==> src/rtl/arc_mem_arbiter_if.sv <==
// Bundle of the fetch, load/store and external-memory signals around arc_mem_arbiter.
// slave = arbiter side, master = requesters plus memory (bench) side.
interface arc_mem_arbiter_if #(
  parameter int ADDR_W = 32,
  parameter int DATA_W = 32
) ();
  logic              if_req;
  logic [ADDR_W-1:0] if_addr;
  logic [DATA_W-1:0] if_rdata;
  logic              if_done;
  logic              if_err;
  logic              d_req;
  logic              d_we;
  logic [ADDR_W-1:0] d_addr;
  logic [DATA_W-1:0] d_wdata;
  logic [DATA_W-1:0] d_rdata;
  logic              d_done;
  logic              d_err;
  logic              mem_req;
  logic              mem_we;
  logic [ADDR_W-1:0] mem_addr;
  logic [DATA_W-1:0] mem_wdata;
  logic [DATA_W-1:0] mem_rdata;
  logic              ack;

  modport slave (
    input  if_req, if_addr, d_req, d_we, d_addr, d_wdata, mem_rdata, ack,
    output if_rdata, if_done, if_err, d_rdata, d_done, d_err,
           mem_req, mem_we, mem_addr, mem_wdata
  );

  modport master (
    output if_req, if_addr, d_req, d_we, d_addr, d_wdata, mem_rdata, ack,
    input  if_rdata, if_done, if_err, d_rdata, d_done, d_err,
           mem_req, mem_we, mem_addr, mem_wdata
  );
endinterface

==> src/rtl/arc_mem_arbiter.sv <==
// Round-robin arbiter sharing one 4-phase req/ack memory port between fetch and load/store.
// Grant one cycle after req; done/err pulse one cycle after ack or timeout; all outputs registered.
module arc_mem_arbiter #(
  parameter int ADDR_W  = 32,
  parameter int DATA_W  = 32,
  parameter int TIMEOUT = 255,
  parameter int CNT_W   = 8
) (
  input logic              clk,
  input logic              rst,
  arc_mem_arbiter_if.slave bus
);

  localparam logic [1:0] S_IDLE = 2'd0;
  localparam logic [1:0] S_BUSY = 2'd1;
  localparam logic [1:0] S_REL  = 2'd2;

  logic [1:0]        r_state;
  logic              r_owner;      // 1 = load/store owns the port
  logic              r_last;       // 1 = load/store was granted last
  logic [CNT_W-1:0]  r_cnt;
  logic [DATA_W-1:0] r_if_rdata;
  logic              r_if_done;
  logic              r_if_err;
  logic [DATA_W-1:0] r_d_rdata;
  logic              r_d_done;
  logic              r_d_err;
  logic              r_mem_req;
  logic              r_mem_we;
  logic [ADDR_W-1:0] r_mem_addr;
  logic [DATA_W-1:0] r_mem_wdata;

  logic w_any;
  logic w_grant_d;
  logic w_cnt_last;
  logic w_cnt_sat;

  always_comb begin
    w_any      = bus.if_req | bus.d_req;
    w_grant_d  = bus.d_req & (~bus.if_req | ~r_last);
    w_cnt_last = (r_cnt == CNT_W'(TIMEOUT - 1));
    w_cnt_sat  = &r_cnt;
  end

  always_ff @(posedge clk) begin
    if (!rst) begin
      r_state     <= S_IDLE;
      r_owner     <= 1'b0;
      r_last      <= 1'b1;
      r_cnt       <= '0;
      r_if_rdata  <= '0;
      r_if_done   <= 1'b0;
      r_if_err    <= 1'b0;
      r_d_rdata   <= '0;
      r_d_done    <= 1'b0;
      r_d_err     <= 1'b0;
      r_mem_req   <= 1'b0;
      r_mem_we    <= 1'b0;
      r_mem_addr  <= '0;
      r_mem_wdata <= '0;
    end else begin
      r_if_done <= 1'b0;
      r_if_err  <= 1'b0;
      r_d_done  <= 1'b0;
      r_d_err   <= 1'b0;
      case (r_state)
        S_IDLE: begin
          if (w_any) begin
            r_owner    <= w_grant_d;
            r_last     <= w_grant_d;
            r_mem_addr <= w_grant_d ? bus.d_addr : bus.if_addr;
            r_mem_we   <= w_grant_d & bus.d_we;
            if (w_grant_d) r_mem_wdata <= bus.d_wdata;
            r_mem_req  <= 1'b1;
            r_cnt      <= '0;
            r_state    <= S_BUSY;
          end
        end
        S_BUSY: begin
          if (bus.ack) begin
            r_mem_req <= 1'b0;
            r_state   <= S_REL;
            if (r_owner) begin
              r_d_rdata <= bus.mem_rdata;
              r_d_done  <= 1'b1;
            end else begin
              r_if_rdata <= bus.mem_rdata;
              r_if_done  <= 1'b1;
            end
          end else if (w_cnt_last) begin
            r_mem_req <= 1'b0;
            r_state   <= S_REL;
            if (r_owner) begin
              r_d_rdata <= '0;
              r_d_done  <= 1'b1;
              r_d_err   <= 1'b1;
            end else begin
              r_if_rdata <= '0;
              r_if_done  <= 1'b1;
              r_if_err   <= 1'b1;
            end
          end else if (!w_cnt_sat) begin
            r_cnt <= r_cnt + 1'b1;
          end
        end
        // Stay here until the memory drops ack so a stale ack never completes a new request.
        S_REL: begin
          if (!bus.ack) r_state <= S_IDLE;
        end
        default: r_state <= S_IDLE;
      endcase
    end
  end

  assign bus.if_rdata  = r_if_rdata;
  assign bus.if_done   = r_if_done;
  assign bus.if_err    = r_if_err;
  assign bus.d_rdata   = r_d_rdata;
  assign bus.d_done    = r_d_done;
  assign bus.d_err     = r_d_err;
  assign bus.mem_req   = r_mem_req;
  assign bus.mem_we    = r_mem_we;
  assign bus.mem_addr  = r_mem_addr;
  assign bus.mem_wdata = r_mem_wdata;

endmodule

==> src/flat_wrapper.sv <==
// flat-port wrapper written by rule: the top's interface ports become plain ports
module arc_mem_arbiter_flat 
#(
  parameter int ADDR_W  = 32,
  parameter int DATA_W  = 32,
  parameter int TIMEOUT = 255,
  parameter int CNT_W   = 8
)
  (clk, rst, bus_if_req, bus_if_addr, bus_d_req, bus_d_we, bus_d_addr, bus_d_wdata, bus_mem_rdata, bus_ack, bus_if_rdata, bus_if_done, bus_if_err, bus_d_rdata, bus_d_done, bus_d_err, bus_mem_req, bus_mem_we, bus_mem_addr, bus_mem_wdata);
  arc_mem_arbiter_if #(.ADDR_W(ADDR_W), .DATA_W(DATA_W)) bus_i ();
  input logic clk;
  input logic rst;
  input wire logic [$bits(bus_i.if_req)-1:0] bus_if_req;
  input wire logic [$bits(bus_i.if_addr)-1:0] bus_if_addr;
  input wire logic [$bits(bus_i.d_req)-1:0] bus_d_req;
  input wire logic [$bits(bus_i.d_we)-1:0] bus_d_we;
  input wire logic [$bits(bus_i.d_addr)-1:0] bus_d_addr;
  input wire logic [$bits(bus_i.d_wdata)-1:0] bus_d_wdata;
  input wire logic [$bits(bus_i.mem_rdata)-1:0] bus_mem_rdata;
  input wire logic [$bits(bus_i.ack)-1:0] bus_ack;
  output wire logic [$bits(bus_i.if_rdata)-1:0] bus_if_rdata;
  output wire logic [$bits(bus_i.if_done)-1:0] bus_if_done;
  output wire logic [$bits(bus_i.if_err)-1:0] bus_if_err;
  output wire logic [$bits(bus_i.d_rdata)-1:0] bus_d_rdata;
  output wire logic [$bits(bus_i.d_done)-1:0] bus_d_done;
  output wire logic [$bits(bus_i.d_err)-1:0] bus_d_err;
  output wire logic [$bits(bus_i.mem_req)-1:0] bus_mem_req;
  output wire logic [$bits(bus_i.mem_we)-1:0] bus_mem_we;
  output wire logic [$bits(bus_i.mem_addr)-1:0] bus_mem_addr;
  output wire logic [$bits(bus_i.mem_wdata)-1:0] bus_mem_wdata;
  assign bus_i.if_req = bus_if_req;
  assign bus_i.if_addr = bus_if_addr;
  assign bus_i.d_req = bus_d_req;
  assign bus_i.d_we = bus_d_we;
  assign bus_i.d_addr = bus_d_addr;
  assign bus_i.d_wdata = bus_d_wdata;
  assign bus_i.mem_rdata = bus_mem_rdata;
  assign bus_i.ack = bus_ack;
  assign bus_if_rdata = bus_i.if_rdata;
  assign bus_if_done = bus_i.if_done;
  assign bus_if_err = bus_i.if_err;
  assign bus_d_rdata = bus_i.d_rdata;
  assign bus_d_done = bus_i.d_done;
  assign bus_d_err = bus_i.d_err;
  assign bus_mem_req = bus_i.mem_req;
  assign bus_mem_we = bus_i.mem_we;
  assign bus_mem_addr = bus_i.mem_addr;
  assign bus_mem_wdata = bus_i.mem_wdata;
  arc_mem_arbiter #(.ADDR_W(ADDR_W), .DATA_W(DATA_W), .TIMEOUT(TIMEOUT), .CNT_W(CNT_W)) u_core (.clk(clk), .rst(rst), .bus(bus_i));
endmodule
==> config.mk <==
export PLATFORM = sky130hd
export DESIGN_NAME = arc_mem_arbiter_flat
export DESIGN_NICKNAME = d
export VERILOG_FILES = /design/src/rtl/arc_mem_arbiter_if.sv /design/src/rtl/arc_mem_arbiter.sv /design/src/flat_wrapper.sv
export SDC_FILE = /design/constraint.sdc
export NUM_CORES = 1
export LEC_CHECK = 0
export ABC_AREA = 1
export BUFFER_PORTS_ARGS = -buffer_cell sky130_fd_sc_hd__buf_2
export CORE_ASPECT_RATIO = 1.4
export CORE_MARGIN = 3
export CORE_UTILIZATION = 47
export DETAILED_ROUTE_END_ITERATION = 10
export PLACE_DENSITY = 0.84
export SLEW_MARGIN = 20
export SYNTH_ARGS = -nofsm -noshare
export SYNTH_HDL_FRONTEND = slang
export SYNTH_SLANG_ARGS = --single-unit
==> constraint.sdc <==
create_clock -name clk -period 2.19 [get_ports clk]
set_clock_uncertainty 0.1 [all_clocks]
set_input_delay 0.438 -clock clk [delete_from_list [all_inputs] [get_ports clk]]
set_output_delay 0.438 -clock clk [all_outputs]
set_load 0.02 [all_outputs]
# Word-level counts from Yosys, hierarchy flattened
# Index checks and enable logic that the tools add are counted.
[totals] output_inout_bits=134 reg_bits=146 wordCells=75
[op_classes] n_reduce_logical=13 n_mux=29 bitwise=9 add_sub_neg=1 eq_ne=9
[ops] op="32-bit two-way mux" n=9
[ops] op="8-bit two-way mux" n=4
[ops] op="8-bit one-hot mux with 2 select lines" n=1
[ops] op="3-bit AND reduction" n=5
[ops] op="1-bit two-way mux" n=9
[ops] op="8-bit by 1-bit adder with 8-bit output, second input constant" n=1
[ops] op="8-bit == test, second input constant" n=1
[ops] op="2-bit two-way mux" n=4
[ops] op="2-bit inequality test, second input constant" n=4
[ops] op="8-bit AND reduction" n=1
[ops] op="2-bit one-hot mux with 3 select lines" n=1
[ops] op="1-bit inverter" n=5
[ops] op="5-bit AND reduction" n=1
[ops] op="2-bit AND reduction" n=2
[ops] op="2-bit nonzero test" n=2
[ops] op="3-bit by 2-bit inequality test with 1-bit output, second input constant" n=1
[ops] op="3-bit OR reduction" n=1
[ops] op="1-bit AND" n=2
[ops] op="2-bit by 1-bit == test with 1-bit output, second input constant" n=1
[ops] op="2-bit == test, second input constant" n=1
[ops] op="2-bit logical NOT" n=1
[ops] op="2-bit by 1-bit inequality test with 1-bit output, second input constant" n=1
[ops] op="1-bit OR" n=2
[ops] op="1-bit one-hot mux with 2 select lines" n=1

# Logic depth before layout (Yosys ltp)
[logic_depth] depth_word=5 mapped_depth=12 ltp_nobuf=11

# Least setup slack after synthesis
# Ideal clock, no wire load.
[synth_path] path_kind="reg2reg" from="register u_core.r_cnt[0]" to="register u_core.r_if_rdata[15], in the netlist u_core.bus.if_rdata[15]" stages_incl_launch_ff=11 t_arrival_ps=1400 setup_time_ps=70 n_path_buf=1 synth_period_minus_slack_ps=1571 path_slack_ps=619 path_cell_list="dfxtp_1 -> inv_1 -> ha_1 -> inv_1 -> nor2_1 -> nand2_2 -> nand2_4 -> nand3_4 -> clkbuf_1 -> nand2_1 -> a21oi_1"
[synth_between] elab_chain_cells=3
[synth_lines] element="from (decl)" line="arc_mem_arbiter.sv:21" source="logic [CNT_W-1:0] r_cnt;"
[synth_lines] element="from (signal assigned)" line="arc_mem_arbiter.sv:103" source="r_cnt <= r_cnt + 1'b1;"
[synth_lines] element="8-bit == test" line="arc_mem_arbiter.sv:41" source="w_cnt_last = (r_cnt == CNT_W'(TIMEOUT - 1));"
[synth_lines] element="2-bit nonzero test (no line)"
[synth_lines] element="3-bit AND reduction (no line)"
[synth_lines] element="to (signal assigned)" line="arc_mem_arbiter.sv:87" source="r_if_rdata <= bus.mem_rdata;"
[synth_lines] element="to (decl)" line="arc_mem_arbiter.sv:22" source="logic [DATA_W-1:0] r_if_rdata;"
# Every way passes these cells.
# A chain may end at the register's enable or synchronous reset.

# Final worst setup path
[layout_path] from="register u_core.r_cnt[0]" to="register u_core.r_if_rdata[3], in the netlist u_core.bus.if_rdata[3]"
# Same word-level chain as after synthesis.

==> qor.csv <==
metric,value,unit
setup.worst_path.start_class,flop,
fin_tns_setup,0,ns
powerDensity,895,nW/um^2
vias_per_cell,5.00,
antenna_cells,0,
synth_seq_area_share,49.6,%
crit_chain,inv_1 > ha_1 > inv_1 > nor2_1 > nand2_2 > nand2_4 > nand3_4 > clkinv_2 > nand2_1 > a21oi_1,
synth_area_per_cell,7.23,um^2
placedCellCount,1190,
period_share,90.2,%
end_kind,flop,
rsz0062_at_grt,no,
critical_path.top_delay_family,simple AND/OR/NAND/NOR gates,
synthAdderAreaFrac,0.424,%
synth_cells,816,
cpMostUsedCell,inv_1,
worstPathArrival,2.16,ns
synth_mux_area_share,0,%
grt_pass1_vias,5801,
cts_buffers,17,
drc_errors,0,
wl_met2,8870,um
peakVddDrop,0.000527,V
clk_latency,0.41,ns
hold_buffers,0,
synth_compound_area_share,15.2,%
start_util,48.9,%
status,"finished, final reports clean",
synth_xor_area_share,0,%
maxCapViolCount,0,
timing.rr.start,u_core.r_cnt[0],
dieArea,13900,um^2
synth_cell_types,23,
post-route-min-period,1.97,ns
overflow,0,
synth_top_area_share,49.6,%
synth-seq-cells,146,
cts_tree,built,
crit_fanout,32,
cts.sinks,146,
dr.pass1.iters,4,
vias,6105,
worstSetupPathType,flop to flop,
synth_top_family_by_area,simple AND/OR/NAND/NOR gates,
synth_warnings,0,
finalHoldViolations,0,
grt_max_degree,99,
wire_per_inst,13.9,um
final_cell_mix,"buf_2, nand2_1, dfxtp_1",
syn_nets,952,
slew_violations,0,
cp_slowest_stage_delay,0.40,ns
die_h,139,um
num_io_pins,268,
final_common_cell,buf_2,
highest_layer,met4,
slowest_stage,dfxtp_1,
filler_cell_count,1053,
fp.dieW,101,um
cts_buffer_depth,2,
stdcell_count,1222,
relSlewSlack,69.7,%
setup.worst_path.end,u_core.bus.if_rdata[3],
synth.largest_area_cell,dfxtp_1,
drt_iter0_drc,281,
fmaxAchievable,506,MHz
regArea,2920,um^2
routed_wl,17000,um
routabilityCongestion,0.818,
setup_viol,0,
syn-cell-area,5900,um^2
core_area,12100,um^2
layout-drive-gt1-share,30.1,%
area_delta_synth_final,33.7,%
postCtsResizedCells,0,
min_path_type,input pin to flop,
reg2reg_to,u_core.bus.if_rdata[3],
reg2reg_depth,10,
cp.depth,10,
cts_setup_buffers,0,
clk_pin_slew,0.06,ns
cts_htree_levels,4,
worstSetupStartpoint,u_core.r_cnt[0],
tightest_slew,0.453,ns
yosys.area_share.simple,25.3,%
multiInputGateArea,2410,um^2
ant_nets,0,
worstPathRequired,2.38,ns
cts_root_buf,clkbuf_16,
grt_usage,23.9,%
cp_num_buf_inv,3,
wirelength_met1,6310,um
wl_met3,1370,um
p_leak,4.08,nW
grt_pass1_wl,27300,um
hpwlAfterDp,12100,um
antenna_found_initial,0,
rows,47,
io_buffer_count,267,
fin_nets,1198,
r2r_slack,0.22,ns
post_synth_main_area_contributors,"dfxtp_1, nand2_1, a21oi_1, o21ai_0, nor2_1",
==> layout make-up <==
cell class / count / area share, %
sequential: 146 / 37.1
multi-input combinational: 546 / 30.6
timing repair buffer: 279 / 18.6
clock buffer: 19 / 5.75
inverter: 72 / 3.51
tap: 147 / 2.33
clock inverter: 13 / 2.16
==> sequential cells by signal, indices dropped and copies added, names as in the netlist, 2 cells and up <==
register	cells
u_core.r_state	2
u_core.bus.mem_addr	32
u_core.r_cnt	8
u_core.bus.d_rdata	32
u_core.bus.if_rdata	32
u_core.bus.mem_wdata	32
==> kinds of logic (layout without fill, tap and decap cells) <==
logic type / Yosys count / count (layout)
AO/OA/AOI/OAI: 171 / 171
adder cells (fa/ha/maj): 2 / 2
buffers and inverters: 124 / 383
flip-flops: 146 / 146
AND/OR/NAND/NOR: 373 / 373
==> metal layers <==
metal	up-vias	global-route usage (%)
li1	3077	-
met1	2732	26.5
met2	262	42.6
met3	34	6.35
met4	0	9.16
met5	-	0
==> worst min-delay path by stage <==
stage,startpoint,endpoint,cells past startpoint
finish,bus_d_wdata[16],u_core.bus.mem_wdata[16],3
global route,bus_d_wdata[15],u_core.bus.mem_wdata[15],3
detailed placement,u_core.bus.if_rdata[4],u_core.bus.if_rdata[4],2
CTS,bus_d_wdata[16],u_core.bus.mem_wdata[16],3
global placement,u_core.bus.mem_req,u_core.bus.mem_req,2
floorplan,u_core.r_last,u_core.r_last,2
==> worst register-to-register path, stage by stage (launching register included) <==
cell and delay (ns):
dfxtp_1 0.40, inv_1 0.06, ha_1 0.19, inv_1 0.05
nor2_1 0.04, nand2_2 0.11, nand2_4 0.09, nand3_4 0.15
clkinv_2 0.40, nand2_1 0.19, a21oi_1 0.08
==> synth_stat cells <==
master / count
nor3_1: 3
o21ai_0: 66
a31oi_1: 32
clkbuf_2: 1
a21oi_1: 73
nand2_2: 2
buf_2: 13
nand2_1: 262
inv_4: 1
nor2_1: 84
clkbuf_1: 27
buf_4: 2
buf_6: 9
inv_1: 67
nand3_1: 15
clkinv_2: 2
ha_1: 2
nand3b_1: 1
nand3_4: 2
nor2_4: 2
inv_2: 2
nand2_4: 2
dfxtp_1: 146
==> power breakdown <==
group	switching, mW	internal, mW
logic	0.720	0.377
clock network	1.15	1.87
registers	0.0930	2.84
==> stage by stage <==
| step | cell area (um^2) | hold WS (ns) | power, mW | setup slack, ns | util [%] |
|---|---|---|---|---|---|
| 2_1_floorplan | 5900 | 0.333 | 3.67 | 0.619 | - |
| 3_3_place_gp | 7260 | 0.347 | 4.06 | 0.215 | 60.2 |
| 3_5_place_dp | 7260 | 0.352 | 4.08 | 0.154 | 60.2 |
| 4_1_cts | 7880 | 0.134 | 7.11 | 0.107 | 65.4 |
| 5_1_grt | 7880 | 0.153 | 7.35 | 0.00823 | 65.4 |
| 6_report | 7880 | 0.151 | 7.05 | 0.215 | 65.4 |
No activity file was read; power rests on OpenSTA's default activity.
